===== config.mk =====
export PLATFORM = sky130hd
export DESIGN_NAME = window_stream_ctrl
export DESIGN_NICKNAME = d
export VERILOG_FILES = /design/src/rtl/window_stream_ctrl.sv
export SDC_FILE = /design/constraint.sdc
export NUM_CORES = 1
export LEC_CHECK = 0
export ABC_AREA = 1
export CORE_ASPECT_RATIO = 0.9
export CORE_MARGIN = 4
export CORE_UTILIZATION = 35
export CTS_CLUSTER_DIAMETER = 200
export DETAILED_ROUTE_END_ITERATION = 10
export GPL_TIMING_DRIVEN = 1
export SLEW_MARGIN = 20
export SYNTH_ARGS = -nofsm -noshare
export SYNTH_HDL_FRONTEND = slang
export SYNTH_SLANG_ARGS = --single-unit

===== constraint.sdc =====
create_clock -name clk -period 2.65 [get_ports clk]
set_clock_uncertainty 0.05 [all_clocks]
set_input_delay 0.795 -clock clk [delete_from_list [all_inputs] [get_ports clk]]
set_output_delay 0.795 -clock clk [all_outputs]
set_load 0.01 [all_outputs]

===== src/rtl/window_stream_ctrl.sv =====
// Raster-position tracker and frame sequencer for the 3x3 window filter.
// Emits the window-valid strobe plus a copy delayed to line up with the datapath output.
module window_stream_ctrl #(
   parameter int IMG_W   = 640,
   parameter int IMG_H   = 480,
   parameter int LATENCY = 5,
   parameter int COL_W   = $clog2(IMG_W),
   parameter int ROW_W   = $clog2(IMG_H)
) (
   input  logic             clk,
   input  logic             rst,
   input  logic             start_i,
   input  logic             valid_i,
   output logic             busy_o,
   output logic [COL_W-1:0] col_o,
   output logic [ROW_W-1:0] row_o,
   output logic             win_valid_o,
   output logic             out_valid_o,
   output logic             done_o,
   output logic             ovf_o
);

   localparam int CNT_W = $clog2(LATENCY + 1);

   // Handshake: valid_i has no ready; a pixel is taken on any RUN cycle with valid_i high.
   typedef enum logic [1:0] {S_IDLE, S_RUN, S_DRAIN, S_DONE} state_t;

   state_t             state_q;
   logic [COL_W-1:0]   col_q, col_d;
   logic [ROW_W-1:0]   row_q, row_d;
   logic [CNT_W-1:0]   cnt_q;
   logic [LATENCY-1:0] dly_q, dly_d;
   logic               win_q, done_q, ovf_q, busy_q;
   logic               at_last_col, last_px, win_px;

   always_comb begin
      at_last_col = (col_q == COL_W'(IMG_W - 1));
      last_px     = at_last_col && (row_q == ROW_W'(IMG_H - 1));
      win_px      = (row_q >= ROW_W'(2)) && (col_q >= COL_W'(2));
      col_d       = at_last_col ? '0 : col_q + 1'b1;
      row_d       = row_q;
      if (at_last_col) row_d = last_px ? '0 : row_q + 1'b1;
      dly_d       = dly_q << 1;
      dly_d[0]    = win_q;
   end

   always_ff @(posedge clk or posedge rst) begin
      if (rst) begin
         state_q <= S_IDLE;
         col_q   <= '0;
         row_q   <= '0;
         cnt_q   <= '0;
         dly_q   <= '0;
         win_q   <= 1'b0;
         done_q  <= 1'b0;
         ovf_q   <= 1'b0;
         busy_q  <= 1'b0;
      end else begin
         dly_q  <= dly_d;
         win_q  <= 1'b0;
         done_q <= 1'b0;
         case (state_q)
            S_IDLE: begin
               if (start_i) begin
                  state_q <= S_RUN;
                  col_q   <= '0;
                  row_q   <= '0;
                  ovf_q   <= 1'b0;
                  busy_q  <= 1'b1;
               end
            end
            S_RUN: begin
               if (valid_i) begin
                  col_q <= col_d;
                  row_q <= row_d;
                  win_q <= win_px;
                  if (last_px) begin
                     state_q <= S_DRAIN;
                     cnt_q   <= CNT_W'(LATENCY);
                  end
               end
            end
            // The last window strobe needs LATENCY+1 cycles to leave the delay line.
            S_DRAIN: begin
               if (valid_i) ovf_q <= 1'b1;
               if (cnt_q == '0) begin
                  state_q <= S_DONE;
                  done_q  <= 1'b1;
                  busy_q  <= 1'b0;
               end else begin
                  cnt_q <= cnt_q - 1'b1;
               end
            end
            S_DONE:  state_q <= S_IDLE;
            default: state_q <= S_IDLE;
         endcase
      end
   end

   assign busy_o      = busy_q;
   assign col_o       = col_q;
   assign row_o       = row_q;
   assign win_valid_o = win_q;
   assign out_valid_o = dly_q[LATENCY-1];
   assign done_o      = done_q;
   assign ovf_o       = ovf_q;

endmodule


==> results.txt <==
Status = complete, no violations
Post-Synthesis Cell Area = 2006 um2
Global-route wire length before repair = 7.914 mm
Endpoints failing setup = 0
R2R Path Start = state_q[1]
Total power = 1.978 mW
Die Area = 7007 um2
P&R area growth vs syn = 19.59%
Reg2Reg Depth = 7
DRT iter0 DRCs = 102
Cells after synthesis = 252
Commonest cells after routing, fill and taps aside = nand2_1, dfrtp_1, inv_1
Minimum clock period = 2.207 ns
FF-to-FF setup slack = 0.65 ns
Number of nets in the layout = 298
Detail Placement HPWL = 3.270 mm
Buf/Inv on CP = 1
Crit-path leading delay family = buffers and inverters
Longest Clk Path Bufs = 2
CP Capture Type = output port
Pleak = 1.119 nW
WL final = 4.474 mm
Die Y = 79.82 um
H-Tree Depth = 2
Setup_tns = 0 ns
Post-CTS Setup Inserts = 0
# diodes = 0
Routed Antenna Nets = 0
EDFF count, synth = 0
Hold path endpoint = dly_q[4]
Relative slew slack = 57.15%
TritonCTS Buffers = 5
Clk slew on worst S/H paths = 0.06 ns
Remaining DRCs = 0
FF-to-FF End = col_o[5]
Fin crit share = 83.27%
Class of the worst hold path = flop to flop
Final GP Congestion = 0.8786
CP Max Fanout = 7
Fin Hold WS = 0.2983 ns
Maximum clock frequency = 453.2 MHz
Worst Hold Depth = 0
CTS tree = built
Post-CTS Hold Fix Bufs = 0
Width of the die = 87.80 um
Num ports = 28
Largest net degree at the start of global routing = 34
CP Cell Sequence = clkdlybuf4s50_1
Critical Path Max Stage Delay = 0.59 ns
Async set-reset flop share out of synthesis = 100.0%
WP depth = 1
Worst hold start = dly_q[3]
Worst slew pin tran = 0.6360 ns
Worst endpoint data arrival time = 1.36 ns
RSZ-0062 raised after global routing = false
Worst setup SP type = flop
Hold Violations, Final = 0
Seq/Total Area, Yosys = 41.17%
Maxcap violations = 0
Std cell rows = 25
Worst EP required = 1.81 ns
GRT Total Usage = 14.52%
Layout cells sized above 1 = 9.187%
Grt ovf = 0
CORE AREA = 5411 um2
IO buf count = 27
Design Area, Final = 2399 um2
Critical path class = flop to output port
Worst skew pair latency = 0.28 ns
Slew Limit Fails = 0
Worst vdd ir = 0.3480 mV
Vias in the first global route = 1,699
Register bit count reported by yosys = 33
Syn_area_per_cell = 7.959 um2
Ys flop type = dfrtp_1
Place WS = 0.2413 ns
Final worst setup slack = 0.4434 ns
YS warnings = 0
Routed length per placed instance = 12.78 um
Power density over cell area = 824.8 nW/um2
DP Area = 2325 um2
Initial Util = 37.06%
Initial antenna violation count = 0
Via count = 1,739
Distinct cells, synth = 30
Clock sink count = 33
Post-Syn Nets = 266
Most common cell after layout, fill and taps aside = nand2_1
Root buffer cell = clkbuf_8
Vias/cell = 4.969
Critical-path top delay cell = clkdlybuf4s50_1
Number of gates resized after cts = 0
DR pass1 iterations = 4
## synth_stat cells (2+ instances only)
library cell / n / share of area (%)
nand2_1: 62 / 12
dfrtp_1: 33 / 41
inv_1: 32 / 6.0
nor2_1: 27 / 5.1
nand3_1: 19 / 4.7
nand4_1: 15 / 4.7
o21ai_0: 13 / 3.2
ha_1: 10 / 6.2
nor3_1: 5 / 1.2
xor2_1: 4 / 1.7
a21oi_1: 3 / 0.75
o21ai_1: 3 / 0.75
buf_6: 2 / 1.1
nand2_2: 2 / 0.62
nand2_4: 2 / 1.1
nand2_8: 2 / 2.0
nand3_2: 2 / 1.0
nor2_2: 2 / 0.62
nor2_4: 2 / 1.1
o21ai_2: 2 / 0.87
## final cells by class
cell class | instances | area (um2)
Clock buffer | 5 | 68.82
Clock inverter | 1 | 5.005
Fill cell | 558 | 3013
Inverter | 34 | 132.6
Multi-Input combinational cell | 181 | 997.2
Sequential cell | 33 | 825.8
Tap cell | 67 | 83.83
Timing Repair Buffer | 29 | 285.3
## cells by family (layout without fill, tap and decap cells)
logic type / Yosys count / count (layout) / share of synthesized area, %
adder cells (fa/ha/maj): 10 / 10 / 6.238
XOR/XNOR: 5 / 5 / 2.183
flip-flops: 33 / 33 / 41.17
AND/OR/NAND/NOR: 143 / 143 / 34.93
AO/OA/AOI/OAI: 23 / 23 / 6.363
buffers and inverters: 38 / 69 / 9.108
## where the power goes
part / internal (mW) / switching (mW) / leakage [nW] / total [mW]
logic: 0.348 / 0.611 / 0.636 / 0.959
registers: 0.592 / 0.0852 / 0.444 / 0.677
clock network: 0.172 / 0.170 / 0.0399 / 0.342
total: 1.11 / 0.866 / 1.12 / 1.98
## metal layers
layer	global-route usage, %	part of all wire [%]	up-vias
met4	5.521	1.6	0
met2	20.33	41	51
met3	4.850	5.6	6
met1	20.43	52	806
met5	0	0	-
li1	-	-	876
## how the worst max path moves through the flow
stage               slack (ns)     start       end
floorplan                 0.98   valid_i  row_o[0]
global placement          0.25   valid_i  col_o[3]
detailed placement        0.24   valid_i  col_o[5]
CTS                       0.42  row_o[6]  row_o[6]
global route              0.37  col_o[1]  col_o[1]
finish                    0.44  row_o[6]  row_o[6]
## metrics by stage
stage / util [%] / std cells
floorplan: - / 252
global placement: 42.96 / 344
detailed placement: 42.96 / 344
CTS: 44.32 / 350
global route: 44.32 / 350
finish: 44.32 / 350
## sequential cells by signal, summed over array words and instances, names as in the netlist
register	flops
ovf_o	1
busy_o	1
cnt_q	3
done_o	1
dly_q	5
state_q	2
win_valid_o	1
col_o	10
row_o	9
(Power assumes the default switching activity.)
